$ cat src/rtl/tx_pkg.sv
// Shared transmitter constants and types.
// Also used by the commutator, so the payload length is defined once here.
package tx_pkg;

  // Channel count. The commutator's request bus is 3 bits wide, so this is fixed.
  localparam int unsigned NCH = 3;

  // Width of one lane in bits.
  localparam int unsigned DATA_W = 8;

  // Bytes per packet. A channel reports ready once it holds this many.
  localparam int unsigned PKT_PAYLOAD_LEN = 9;

  // Per-cycle FIFO operation, encoded as {write accepted, read accepted}.
  typedef enum logic [1:0] {
    OpIdle  = 2'b00,
    OpRead  = 2'b01,
    OpWrite = 2'b10,
    OpBoth  = 2'b11
  } fifo_op_e;

endpackage

$ cat src/rtl/chan_fifo.sv
// Single-channel byte FIFO with a registered read port.
// - A read is accepted only when the FIFO is not empty.
//   The popped byte appears on rd_data one cycle after rd_req.
// - A write into a full FIFO is still accepted if a read is accepted in the same
//   cycle, because that read frees a slot.
// - When the FIFO is empty there is no fall-through: a simultaneous write is stored
//   and the read is ignored.
// - wr_drop flags a write that was refused because the FIFO was full.
module chan_fifo
  import tx_pkg::*;
#(
  parameter int unsigned DEPTH = 16,
  parameter int unsigned CNT_W = $clog2(DEPTH) + 1
) (
  input  logic              clk,
  input  logic              arst,
  input  logic              wr_en,
  input  logic [DATA_W-1:0] wr_data,
  input  logic              rd_req,
  output logic [DATA_W-1:0] rd_data,
  output logic [CNT_W-1:0]  count,
  output logic              full,
  output logic              empty,
  output logic              wr_drop
);

  localparam int unsigned PTR_W = CNT_W - 1;

  logic [DATA_W-1:0] mem_q [DEPTH];
  logic [PTR_W-1:0]  wr_ptr_q, wr_ptr_d;
  logic [PTR_W-1:0]  rd_ptr_q, rd_ptr_d;
  logic [CNT_W-1:0]  count_q, count_d;
  logic [DATA_W-1:0] rd_data_q, rd_data_d;
  logic              wr_acc, rd_acc;
  fifo_op_e          op;

  assign full  = (count_q == CNT_W'(DEPTH));
  assign empty = (count_q == '0);

  // Accept decisions. A read frees a slot in the same cycle it is accepted.
  always_comb begin
    rd_acc  = rd_req & ~empty;
    wr_acc  = wr_en & (~full | rd_acc);
    wr_drop = wr_en & ~wr_acc;
    op      = fifo_op_e'({wr_acc, rd_acc});
  end

  // Next-state for the pointers, the count and the read register.
  always_comb begin
    wr_ptr_d  = wr_ptr_q;
    rd_ptr_d  = rd_ptr_q;
    count_d   = count_q;
    rd_data_d = rd_data_q;
    if (wr_acc) begin
      wr_ptr_d = wr_ptr_q + PTR_W'(1);
    end
    if (rd_acc) begin
      rd_ptr_d  = rd_ptr_q + PTR_W'(1);
      rd_data_d = mem_q[rd_ptr_q];
    end
    unique case (op)
      OpWrite: count_d = count_q + CNT_W'(1);
      OpRead:  count_d = count_q - CNT_W'(1);
      default: count_d = count_q;
    endcase
  end

  // Control state register with synchronous reset. Reset discards buffered data.
  always_ff @(posedge clk) begin
    if (arst) begin
      wr_ptr_q  <= '0;
      rd_ptr_q  <= '0;
      count_q   <= '0;
      rd_data_q <= '0;
    end else begin
      wr_ptr_q  <= wr_ptr_d;
      rd_ptr_q  <= rd_ptr_d;
      count_q   <= count_d;
      rd_data_q <= rd_data_d;
    end
  end

  // Storage array. It has no reset, and writes are blocked during reset.
  always_ff @(posedge clk) begin
    if (!arst && wr_acc) begin
      mem_q[wr_ptr_q] <= wr_data;
    end
  end

  assign rd_data = rd_data_q;
  assign count   = count_q;

endmodule

$ cat src/rtl/channel_fifo_bank.sv
// Per-channel input buffering in front of the transmitter commutator.
// - Instantiates one chan_fifo per channel.
// - Slices the wide buses into lanes and decodes input_ready from each count.
// - Optional feature macro: CHBUF_OVF_STATUS_EN.
//   When it is defined, the top level adds sticky overflow flags (ovf) with a
//   per-channel clear (clr_ovf). Otherwise a write into a full FIFO is dropped
//   silently.
module channel_fifo_bank
  import tx_pkg::*;
#(
  parameter int unsigned DEPTH        = 16,
  parameter int unsigned READY_THRESH = PKT_PAYLOAD_LEN
) (
  input  logic                  clk,
  input  logic                  arst,
  input  logic [NCH-1:0]        wr_en,
  input  logic [NCH*DATA_W-1:0] wr_data,
  input  logic [NCH-1:0]        read_req,
  output logic [NCH*DATA_W-1:0] input_data,
`ifdef CHBUF_OVF_STATUS_EN
  output logic [NCH-1:0]        ovf,
  input  logic [NCH-1:0]        clr_ovf,
`endif
  output logic [NCH-1:0]        input_ready
);

  localparam int unsigned CNT_W = $clog2(DEPTH) + 1;

  logic [CNT_W-1:0] count [NCH];
  logic [NCH-1:0]   drop;
  logic [NCH-1:0]   full;
  logic [NCH-1:0]   empty;

  for (genvar ch = 0; ch < NCH; ch++) begin : g_chan
    chan_fifo #(
      .DEPTH (DEPTH),
      .CNT_W (CNT_W)
    ) u_fifo (
      .clk     (clk),
      .arst    (arst),
      .wr_en   (wr_en[ch]),
      .wr_data (wr_data[ch*DATA_W +: DATA_W]),
      .rd_req  (read_req[ch]),
      .rd_data (input_data[ch*DATA_W +: DATA_W]),
      .count   (count[ch]),
      .full    (full[ch]),
      .empty   (empty[ch]),
      .wr_drop (drop[ch])
    );

    // Decoded from the registered count, so ready follows the accepting edge by one cycle.
    assign input_ready[ch] = (count[ch] >= CNT_W'(READY_THRESH));
  end

  // full and empty are not needed at this level.
  // drop is only used when the overflow flags are built.
  logic unused_fifo_status;
  assign unused_fifo_status = ^{full, empty, drop};

`ifdef CHBUF_OVF_STATUS_EN
  logic [NCH-1:0] ovf_q, ovf_d;

  // Sticky overflow. A set in the same cycle as a clear wins.
  always_comb begin
    ovf_d = drop | (ovf_q & ~clr_ovf);
  end

  // Overflow flag register with synchronous reset.
  always_ff @(posedge clk) begin
    if (arst) begin
      ovf_q <= '0;
    end else begin
      ovf_q <= ovf_d;
    end
  end

  assign ovf = ovf_q;
`endif

endmodule
$ cat config.mk
export PLATFORM = sky130hd
export DESIGN_NAME = channel_fifo_bank
export DESIGN_NICKNAME = d
export VERILOG_FILES = /design/src/rtl/tx_pkg.sv /design/src/rtl/chan_fifo.sv /design/src/rtl/channel_fifo_bank.sv
export SDC_FILE = /design/constraint.sdc
export NUM_CORES = 1
export LEC_CHECK = 0
export ABC_AREA = 1
export BUFFER_PORTS_ARGS = -buffer_cell sky130_fd_sc_hd__buf_4
export CELL_PAD_IN_SITES_DETAIL_PLACEMENT = 1
export CELL_PAD_IN_SITES_GLOBAL_PLACEMENT = 1
export CORE_UTILIZATION = 53
export DETAILED_ROUTE_END_ITERATION = 12
export PLACE_DENSITY = 0.87
export SETUP_SLACK_MARGIN = 0.02
export SKIP_LAST_GASP = 1
export SLEW_MARGIN = 10
export SYNTH_ARGS = -nofsm -noshare
export SYNTH_HDL_FRONTEND = slang
export SYNTH_SLANG_ARGS = --single-unit
$ cat constraint.sdc
create_clock -name clk -period 3.6 [get_ports clk]
set_clock_uncertainty 0.1 [all_clocks]
set_input_delay 0.54 -clock clk [delete_from_list [all_inputs] [get_ports clk]]
set_output_delay 0.54 -clock clk [all_outputs]
set_load 0.005 [all_outputs]
* Word level (Yosys, flattened, before mapping)
Memory sizes are Yosys's and may differ from the RTL's. A register that Yosys moved wholly into a read port is not among the register bits. Index checks and enable logic that the tools add are counted. W data, S select, Z words.
Operators by class: add/subtract/negate cells 12, magnitude comparators 3, equal/unequal tests 9, muxes and demuxes 9, bitwise operators 15, reduce and logical (&&, ||, !) cells 10
Operators by type and width (number):
- $pmux W5 S2 | 3
- $add A4 B1 Y4 const B | 6
- $add A5 B1 Y5 const B | 3
- $eq A5 B5 Y1 const B | 3
- $ge A5 B4 Y1 const B | 3
- $logic_not A5 Y1 | 3
- $sub A5 B1 Y5 const B | 3
- $and A1 B1 Y1 | 6
- $eq A2 B1 Y1 const B | 3
- $eq A2 B2 Y1 const B | 3
- $mux W1 | 6
- $not A1 Y1 | 6
- $reduce_bool A2 Y1 | 3
- $logic_and A1 B1 Y1 | 3
- $or A1 B1 Y1 | 3
- $logic_not A1 Y1 | 1
Word-level totals: flip-flop bits (word level) 39, bits in writable memories 384, memories 3
Memories:
- g_chan[0].u_fifo.mem_q | depth 16, width 8, rd ports 1, clocked after Yosys merged registers in 1, write ports 1, RTL line chan_fifo.sv:29 | logic [DATA_W-1:0] mem_q [DEPTH];
- g_chan[1].u_fifo.mem_q | depth 16, width 8, rd ports 1, clocked after Yosys merged registers in 1, write ports 1, RTL line chan_fifo.sv:29
- g_chan[2].u_fifo.mem_q | depth 16, width 8, rd ports 1, clocked after Yosys merged registers in 1, write ports 1, RTL line chan_fifo.sv:29

* Longest topological paths before layout
Gate-level depths: netlist (run 1).
depth in word-level cells 8, mapped depth 16

* Cells and area by module
From an unflattened synthesis (run 1), not the netlist that was laid out.
Unflattened totals: cell total of the unflattened synthesis 2009, area total of the unflattened synthesis 19761.5 sq um
Modules (own cells, without submodules):
- chan_fifo (g_chan[0].u_fifo ...) | instances 2, cells each 663, area each 6561.3 sq um, sequential area each 4264.1 sq um
- chan_fifo (g_chan[1].u_fifo) | instances 1, cells each 665, area each 6571.3 sq um, sequential area each 4264.1 sq um
- channel_fifo_bank | instances 1, cells each 18, area each 67.6 sq um, sequential area each 0.0 sq um

* Worst setup path before layout (run 1)
OpenSTA, ideal clock, no wires.
path kind input to register, start input port read_req[2], end register g_chan[2].u_fifo.count_q[4], data arrival time 2.149 ns, required time 3.429 ns, path slack 1.280 ns, cell stages on the path 14, buffers on the path 0, path through nor2_1 > nand3_1 > nand2_1 > ha_1 > inv_1 > fa_1 > inv_1 > nand2_1 > nand2_1 > nand2_1 > a21o_1 > nand2_1 > nand2_1 > a21oi_1
On the way: cells in the longest elaborated chain, start to end 5
RTL lines:
- start, declared | RTL line channel_fifo_bank.sv:18 | input logic [NCH-1:0] read_req,
- $and A1 B1 Y1 * | RTL line chan_fifo.sv:42 | rd_acc = rd_req & ~empty;
- $or A1 B1 Y1 | RTL line chan_fifo.sv:43 | wr_acc = wr_en & (~full | rd_acc);
- $and A1 B1 Y1 | RTL line chan_fifo.sv:43
- $eq A2 B1 Y1 / $eq A2 B2 Y1 (equally long branches) | RTL line chan_fifo.sv:61 | unique case (op)
- $pmux W5 S2 / $reduce_bool A2 Y1 (equally long branches)
- end signal, assigned | RTL line chan_fifo.sv:78 | count_q <= count_d;
- end, declared | RTL line chan_fifo.sv:32 | logic [CNT_W-1:0] count_q, count_d;
Mark *: on every way between the ends. The rest lies on a longest branch, timed or not. A chain may end at the register's enable or synchronous reset.

* Worst setup path in the final report (run 1)
start register g_chan[2].u_fifo.count_q[4], end register g_chan[2].u_fifo.count_q[4]
On the way: cells in the longest elaborated chain, start to end 7
RTL lines:
- $logic_not A5 Y1 | RTL line chan_fifo.sv:38 | assign empty = (count_q == '0);
- $not A1 Y1 | RTL line chan_fifo.sv:42
- $and A1 B1 Y1 | RTL line chan_fifo.sv:42
- $or A1 B1 Y1 | RTL line chan_fifo.sv:43
- $and A1 B1 Y1 | RTL line chan_fifo.sv:43
- $eq A2 B1 Y1 / $eq A2 B2 Y1 (equally long branches) | RTL line chan_fifo.sv:61
- $pmux W5 S2 / $reduce_bool A2 Y1 (equally long branches)
Parallel ways exist; a longest one is shown, timed or not.

==> flow_summary.json, run 1 <==
{
  "vias_per_cell": 5.77,
  "antenna_found_initial": 1,
  "hold_class": "input pin to flop",
  "drv_cap": 0,
  "syn-num-nets": 2049,
  "post-place-cells": 2441,
  "cts-resized-gates": 0,
  "drive_above_1_share_pct": 8.94,
  "yosysSeqAreaShare_pct": 64.6,
  "place_congestion": 0.868,
  "post-cts-setup-buffers": 0,
  "ys.flop_type": "edfxtp_1",
  "fp.coreArea_um2": 36700,
  "synthTopCellsByArea": "edfxtp_1, nand2_1, nand3_1",
  "rows": 70,
  "die_h_um": 195,
  "die_x_um": 195,
  "wl_per_cell_um": 22.5,
  "grt.busiest_layer": "met2",
  "grt_pass1_wl_um": 87900,
  "design_area_um2": 21900,
  "n_antenna_cell": 0,
  "fin_nets": 2082,
  "fin_ws_ps": 805,
  "tns_ps": 0,
  "use_met2_pct": 53.2,
  "clk_pin_slew_ps": 60,
  "reg2regPathDepth": 15,
  "arrival_ps": 3190,
  "hp-start": "wr_en[0]",
  "rsz0062_at_grt": "no",
  "required_ps": 4000,
  "num_io_pins": 59,
  "drt_iter0_markers": 1226,
  "synth_area_per_cell_um2": 9.96,
  "cts_tree": "built",
  "insertion_delay_ps": 590,
  "worst-path-max-fanout": 20,
  "root_buffer": "clkbuf_16",
  "finalSetupViolations": 0,
  "start_util_pct": 54.0,
  "gr-usage-met1_pct": 36.8,
  "yosysTopAreaCell": "edfxtp_1",
  "grt_max_degree": 67,
  "min_path_cells": 3,
  "p_per_area_nw_per_um2": 706,
  "outcome": "complete, no violations",
  "p_total_uw": 15500,
  "firstDrtPassIters": 5,
  "grt-ovfl-total": 0,
  "h-tree-depth": 2,
  "cts.path.max_buffers": 3,
  "synth_seq_cells": 447,
  "p_leak_uw": 0.00917,
  "r2r_start": "g_chan[2].u_fifo.count[4]",
  "drc": 0,
  "worstMarginPinSlew_ps": 1180,
  "slew_headroom_pct": 21.2,
  "ys_warn_count": 0,
  "final_hold_viol_count": 0,
  "synth_top_cell_area_share_pct": 58.2,
  "ys_types": 32,
  "async_flop_share_pct": 0,
  "worstSetupEndpointType": "flop",
  "timing.final.crit_share_pct": 77.6,
  "clkSinkCount": 447,
  "grt_pass1_vias": 15700,
  "synth_area_um2": 19800,
  "drv_slew": 0,
  "hold_buffers": 0,
  "peakVddDrop_v": 0.000550,
  "gr-usage-all-layers_pct": 30.5,
  "fmax_mhz": 358,
  "cp-start-kind": "flop",
  "port_buffers": 58,
  "ant_nets": 0,
  "crit_type": "flop to flop",
  "vias": 14600,
  "pre_cts_slack_ps": 709,
  "placed_area_um2": 20400,
  "area_delta_synth_final_pct": 10.5,
  "fillers": 3933,
  "final_cells": 2527,
  "fin_crit_ps": 2800,
  "wl_um": 57000,
  "die-area_um2": 38200,
  "startpoint": "g_chan[2].u_fifo.count[4]",
  "place_hpwl_um": 35500,
  "met3_usage_pct": 5.44,
  "postSynthCellCount": 1989,
  "numCtsBuffers": 47,
  "synth_edf_count": 384
}
==> logic make-up after synthesis <==
| group | synth area share [%] |
|---|---|
| DFF | 64.6 |
| xor gates and xnor gates | 0.575 |
| and+or+nand+nor | 22.6 |
| AOI/OAI and AO/OA | 2.20 |
| buffers and inverters | 8.21 |
| adders and majority gates | 1.88 |
==> cell usage in the layout, fill, tap and decap left out, types with 8 or more instances in the layout <==
cell	synthesis	routed
nor2_1	165	165
a21oi_1	31	31
o21ai_0	34	34
nand3_1	300	300
nand2_1	558	558
clkbuf_1	17	16
xor2_1	11	11
edfxtp_1	384	384
nand2_2	9	9
buf_4	18	73
inv_1	256	256
clkinv_2	0	8
clkbuf_16	0	50
ha_1	25	25
dfxtp_1	63	60
nand3_2	12	12
clkinv_1	6	8
o21ai_1	11	11
inv_2	11	11
==> synth_stat cells, types with 4 or more instances <==
cell type,count
a21oi_1,31
buf_2,34
buf_4,18
buf_6,19
clkbuf_1,17
clkinv_1,6
dfxtp_1,63
edfxtp_1,384
ha_1,25
inv_1,256
inv_2,11
nand2_1,558
nand2_2,9
nand3_1,300
nand3_2,12
nor2_1,165
nor2_2,4
o21ai_0,34
o21ai_1,11
xor2_1,11
==> critical path, cell delays in order, from the launching register on <==
cell and delay [ps]:
dfxtp_1 380, inv_1 80, nand4_1 90, nand2_1 130, inv_1 460, ha_1 390, inv_1 90, fa_1 410
inv_1 70, nand2_1 50, nand2_1 60, nand2_1 60, a21o_1 160, nand2_1 50, nand2_1 40, a21oi_1 110
==> final timing paths <==
kind,endpoint,slack (ps)
hold reg to reg,g_chan[2].u_fifo.count[4],400
setup reg to reg,g_chan[2].u_fifo.count[4],800
setup / recovery,g_chan[2].u_fifo.count[4],800
hold / removal,g_chan[0].u_fifo.wr_ptr_q[2],180
==> flip-flops by register name, indices dropped and copies added, names as in the netlist <==
register                flops
g_chan.u_fifo.count        15
g_chan.u_fifo.mem_q       384
g_chan.u_fifo.rd_data      24
g_chan.u_fifo.rd_ptr_q     12
g_chan.u_fifo.wr_ptr_q     12
==> stage by stage <==
step | util, % | hold WS, ps
final | 59.7 | 183
after global routing | 59.7 | 184
after global placement | 55.5 | 392
after CTS | 59.7 | 152
after detailed placement | 55.5 | 398
after floorplan | - | 361
==> report_power, final <==
group | switching (uW) | total, uW | leakage, uW | internal [uW]
sequential | 273 | 6180 | 0.00398 | 5900
combinational | 3040 | 4340 | 0.00443 | 1300
clock | 2050 | 4950 | 0.000763 | 2900
==> area by class of cell <==
class	instances	area (um2)	area share [%]
repair buffers	73	548	2.50
flip-flops and latches	447	12800	58.4
clock buffers	69	1350	6.17
well taps	468	586	2.67
multi-input cells	1180	5400	24.6
inverters	273	1020	4.68
clock inverters	17	201	0.920
==> routing by layer <==
layer,up-vias,routed length [um]
li1,6545,-
met1,7266,22200
met2,578,28900
met3,186,3520
met4,0,2360
met5,-,0
No activity file was read; power rests on OpenSTA's default activity.
==> inputs of run 2 (changes only) <==
Settings changed: CORE_UTILIZATION 53 to 49, PLACE_DENSITY 0.87 to 0.81.
Clock period 3.6 ns to 2.65 ns, I/O delays scaled along.
==> run 2 against run 1 <==
Net effect:
- final cell count up 3.4%
- flip-flop and latch count stayed put
- register-to-register slack got worse by 640 ps
- first-iteration DRC count is 32% lower
==> flow_summary.json, run 2 (same netlist as run 1, synthesis figures left out) <==
{
  "sequentialPowerShare_pct": 40.2,
  "fp.coreArea_um2": 39800,
  "die-area_um2": 41200,
  "required_ps": 3040,
  "drc": 0,
  "final_common_cell": "nand2_1",
  "tns_ps": 0,
  "die_h_um": 203,
  "grt_max_degree": 67,
  "place_congestion": 0.867,
  "crit_type": "flop to flop",
  "die_x_um": 203,
  "startpoint": "g_chan[2].u_fifo.count[4]",
  "largest_reg_flops": 384,
  "drive_above_1_share_pct": 10.4,
  "min_path_cells": 3,
  "hold_class": "input pin to flop",
  "fmax_mhz": 402,
  "clk_pin_slew_ps": 60,
  "arrival_ps": 2880,
  "vias": 14200,
  "regToRegSetupSlack_ps": 160,
  "finalSetupViolations": 0,
  "wl_um": 53800,
  "hp-start": "wr_en[0]",
  "grt_pass1_wl_um": 83400,
  "p_leak_uw": 0.00934,
  "rsz0062_at_grt": "no",
  "grt-ovfl-total": 0,
  "final_hold_viol_count": 0,
  "worst-path-max-fanout": 5,
  "worstSetupEndpointType": "flop",
  "p_per_area_nw_per_um2": 939,
  "start_util_pct": 49.8,
  "grt_pass1_vias": 15200,
  "pre_cts_slack_ps": 177,
  "drv_slew": 0,
  "reg2regPathDepth": 15,
  "cts_tree": "built",
  "outcome": "complete, no violations",
  "drv_cap": 0,
  "timing.final.crit_share_pct": 93.9,
  "ant_nets": 0,
  "numCtsBuffers": 48,
  "antenna_found_initial": 0,
  "rows": 73,
  "drt_iter0_markers": 839,
  "switchingPower_uw": 7100,
  "cts.path.max_buffers": 3,
  "peakVddDrop_v": 0.000585,
  "regMostFlops": "g_chan.u_fifo.mem_q",
  "port_buffers": 58,
  "gr-usage-all-layers_pct": 26.5,
  "insertion_delay_ps": 580,
  "power_frac_comb_pct": 28.5,
  "fin_ws_ps": 162,
  "h-tree-depth": 2,
  "n_antenna_cell": 0,
  "root_buffer": "clkbuf_16",
  "firstDrtPassIters": 5,
  "post-cts-setup-buffers": 0,
  "hold_end": "g_chan[0].u_fifo.wr_ptr_q[2]",
  "hold_buffers": 0,
  "num_io_pins": 59,
  "worstMarginPinSlew_ps": 840,
  "wl_per_cell_um": 20.6,
  "p_sw_share_pct": 34.0,
  "place_hpwl_um": 34500,
  "clkPwrFrac_pct": 31.3,
  "area_delta_synth_final_pct": 12.3,
  "whs_ps": 51.4,
  "cp-start-kind": "flop",
  "p_int_uw": 13800,
  "slew_headroom_pct": 43.8,
  "clkSinkCount": 447,
  "fin_crit_ps": 2490,
  "reg2reg_to": "g_chan[2].u_fifo.count[4]",
  "r2r_start": "g_chan[2].u_fifo.count[4]",
  "fin_nets": 2115,
  "mostFrequentLayoutCells": "nand2_1, edfxtp_1, nand3_1",
  "vias_per_cell": 5.45
}
## run 2: how the worst max path moves through the flow
stage	to	cells past startpoint
after floorplan	g_chan[2].u_fifo.count[4]	14
after global placement	g_chan[2].u_fifo.count[4]	15
after detailed placement	g_chan[2].u_fifo.count[4]	14
after CTS	g_chan[2].u_fifo.count[4]	14
after global routing	g_chan[2].u_fifo.count[4]	15
final	g_chan[2].u_fifo.count[4]	15
## run 2: power by group through the flow
stage / Sequential, uW / Combinational, uW / Clock, uW
3_5_place_dp: 8520 / 5850 / 0
6_report: 8390 / 5960 / 6540
2_1_floorplan: 8400 / 4230 / 0
3_3_place_gp: 8470 / 5560 / 0
5_1_grt: 8430 / 6610 / 6840
4_1_cts: 8370 / 5970 / 6630
## run 2: worst max-delay path, cell delays in order, from the launching register on
cell     delay, ps
dfxtp_1        390
inv_1          100
nor2_1         120
nand3_2        120
nand2_1        160
ha_4           200
inv_1           60
fa_1           400
inv_1           70
nand2_1         50
nand2_1        100
nand2_1        110
a21o_1         180
nand2_1         60
nand2_1         50
a21oi_1        140
## run 2: cell type report
cell class              count  area (um2)
clock inverters            15         144
multi-input cells        1180        5430
flip-flops and latches    447       12800
clock buffers              69        1370
well taps                 525         657
fillers                  4383       17600
inverters                 273        1020
repair buffers            105         838
## run 2: what timing repair did
item,CTS,global route
pin swaps,0,2
setup endpoints to repair,1,1
resized for setup,1,7
## run 2: through the flow
| stage | util (%) | power (uW) | area, um2 | cells |
|---|---|---|---|---|
| floorplan | - | 12600 | 19800 | 1989 |
| global placement | 52.0 | 14000 | 20700 | 2530 |
| detailed placement | 52.0 | 14400 | 20700 | 2530 |
| CTS | 55.8 | 21000 | 22200 | 2614 |
| global route | 55.9 | 21900 | 22300 | 2614 |
| finish | 55.9 | 20900 | 22300 | 2614 |
## run 2: layer usage
layer	up-vias	part of all wire [%]	GRT usage (%)
met2	421	51	47.0
li1	6608	-	-
met4	0	3.7	11.2
met3	136	5.1	3.63
met5	-	0	0
met1	7081	40	32.4
==> inputs of run 3 (changes only) <==
Settings changed: MAX_ROUTING_LAYER set to met4.
==> run 3 against run 2 <==
Net effect:
- hold slack gained 1.8 ps
- via count is essentially flat
- die area unchanged
- non-clock buffer count did not move
- utilization did not move
- final area stayed put
- worst setup slack better by 3.9 ps
- global-route usage rose by 0.84 points
- register-to-register slack is essentially flat
- total power about the same
==> flow_summary.json, run 3 (same netlist as run 1, synthesis figures left out) <==
{
  "outcome": "complete, no violations",
  "multi_input_area_um2": 5430,
  "h-tree-depth": 2,
  "fin_nets": 2115,
  "required_ps": 3040,
  "numCtsBuffers": 48,
  "start_util_pct": 49.8,
  "clkPwrFrac_pct": 31.3,
  "cts_tree": "built",
  "switchingPower_uw": 7110,
  "rsz0062_at_grt": "no",
  "drv_slew": 0,
  "mostFrequentLayoutCells": "nand2_1, edfxtp_1, nand3_1",
  "place_congestion": 0.881,
  "clkSinkCount": 447,
  "vias_per_cell": 5.45,
  "worstMarginPinSlew_ps": 840,
  "timing.final.crit_share_pct": 93.8,
  "grt_pass1_vias": 15200,
  "p_int_uw": 13800,
  "die_x_um": 203,
  "firstDrtPassIters": 5,
  "antenna_found_initial": 0,
  "peakVddDrop_v": 0.000587,
  "area_delta_synth_final_pct": 12.3,
  "die_h_um": 203,
  "num_io_pins": 59,
  "die-area_um2": 41200,
  "p_leak_uw": 0.00934,
  "drc": 0,
  "whs_ps": 53.1,
  "insertion_delay_ps": 580,
  "drv_cap": 0,
  "max_stage_delay_ps": 400,
  "hold_class": "input pin to flop",
  "p_per_area_nw_per_um2": 939,
  "grt-ovfl-total": 0,
  "arrival_ps": 2880,
  "finalSetupViolations": 0,
  "worst-path-max-fanout": 5,
  "ff_latch_area_um2": 12800,
  "cp-start-kind": "flop",
  "worstSetupEndpointType": "flop",
  "wl_per_cell_um": 20.6,
  "vias": 14300,
  "critPathBufInv": 3,
  "regMostFlops": "g_chan.u_fifo.mem_q",
  "drt_iter0_markers": 842,
  "fin_crit_ps": 2480,
  "rows": 73,
  "drive_above_1_share_pct": 10.4,
  "tns_ps": 0,
  "power_frac_comb_pct": 28.5,
  "grt_pass1_wl_um": 83400,
  "place_hpwl_um": 34500,
  "fillers": 4383,
  "fp.coreArea_um2": 39800,
  "crit_slowest_cell": "fa_1",
  "grt_max_degree": 67,
  "p_sw_share_pct": 34.0,
  "final_hold_viol_count": 0,
  "crit_type": "flop to flop",
  "wl_um": 53900,
  "root_buffer": "clkbuf_16",
  "port_buffers": 58,
  "sequentialPowerShare_pct": 40.1,
  "slew_headroom_pct": 43.8,
  "gr-usage-all-layers_pct": 27.4,
  "hold_buffers": 0,
  "path_cells": "inv_1 > nor2_1 > nand3_2 > nand2_1 > ha_4 > inv_1 > fa_1 > inv_1 > nand2_1 > nand2_1 > nand2_1 > a21o_1 > nand2_1 > nand2_1 > a21oi_1",
  "fmax_mhz": 402,
  "cp_common_cell": "nand2_1",
  "cts.path.max_buffers": 3,
  "ant_nets": 0,
  "final_common_cell": "nand2_1",
  "clk_pin_slew_ps": 60,
  "crit_family": "simple AND/OR/NAND/NOR gates",
  "largest_reg_flops": 384,
  "n_antenna_cell": 0
}
[run 3: cell counts in the layout (fill, tap and decap cells not counted)]
Identical to the previous run, type by type.
[run 3: final timing paths]
| kind | start | to | slack [ps] | depth (start not counted) |
|---|---|---|---|---|
| worst max-delay path | g_chan[2].u_fifo.count[4] | g_chan[2].u_fifo.count[4] | 170 | 15 |
| worst max register to register | g_chan[2].u_fifo.count[4] | g_chan[2].u_fifo.count[4] | 170 | 15 |
| worst min register to register | g_chan[1].u_fifo.wr_ptr_q[3] | g_chan[1].u_fifo.wr_ptr_q[3] | 410 | 2 |
| worst min-delay path | wr_en[0] | g_chan[0].u_fifo.wr_ptr_q[2] | 50 | 3 |
[run 3: layout make-up]
type	count	share of cell area, %
clock buffers	69	6.16
clock inverters	15	0.646
inverters	273	4.60
multi-input cells	1180	24.4
flip-flops and latches	447	57.5
well taps	525	2.95
repair buffers	105	3.77
[run 3: repair_timing]
item	4_1_cts	5_1_grt
gates cloned	0	0
gates resized for setup	1	7
setup endpoints to repair	1	1
setup buffers	0	0
pin swaps	0	2
[run 3: power by group through the flow]
stage                     combinational, uW  sequential [uW]  clock [uW]
after global placement                 5560             8470           0
after CTS                              5970             8370        6630
after global routing                   6610             8430        6840
final                                  5960             8390        6550
after floorplan                        4230             8400           0
after detailed placement               5850             8520           0
[run 3: metal layers]
metal	global-route usage (%)	vias to the layer above	share of wire, %
li1	-	6607	-
met1	32.5	7113	41
met2	47.0	399	51
met3	3.61	134	4.5
met4	11.2	0	3.6
met5	-	-	0
[run 3: per-stage QoR]
step / instance area (um2) / std cells / setup slack, ps / util, % / power (uW)
after floorplan: 19800 / 1989 / 414 / - / 12600
after global placement: 20700 / 2530 / 214 / 52.0 / 14000
after detailed placement: 20700 / 2530 / 177 / 52.0 / 14400
after CTS: 22200 / 2614 / 45.6 / 55.8 / 21000
after global routing: 22300 / 2614 / 11.4 / 55.9 / 21900
final: 22300 / 2614 / 165 / 55.9 / 20900
[run 3: worst reg2reg max path: cells and delay by family, from the launching register on]
kind | cells | cell delay, ps
compound gates | 2 | 320
fa+ha+maj | 2 | 600
buf+inv | 3 | 230
flops | 1 | 390
simple gates | 8 | 770
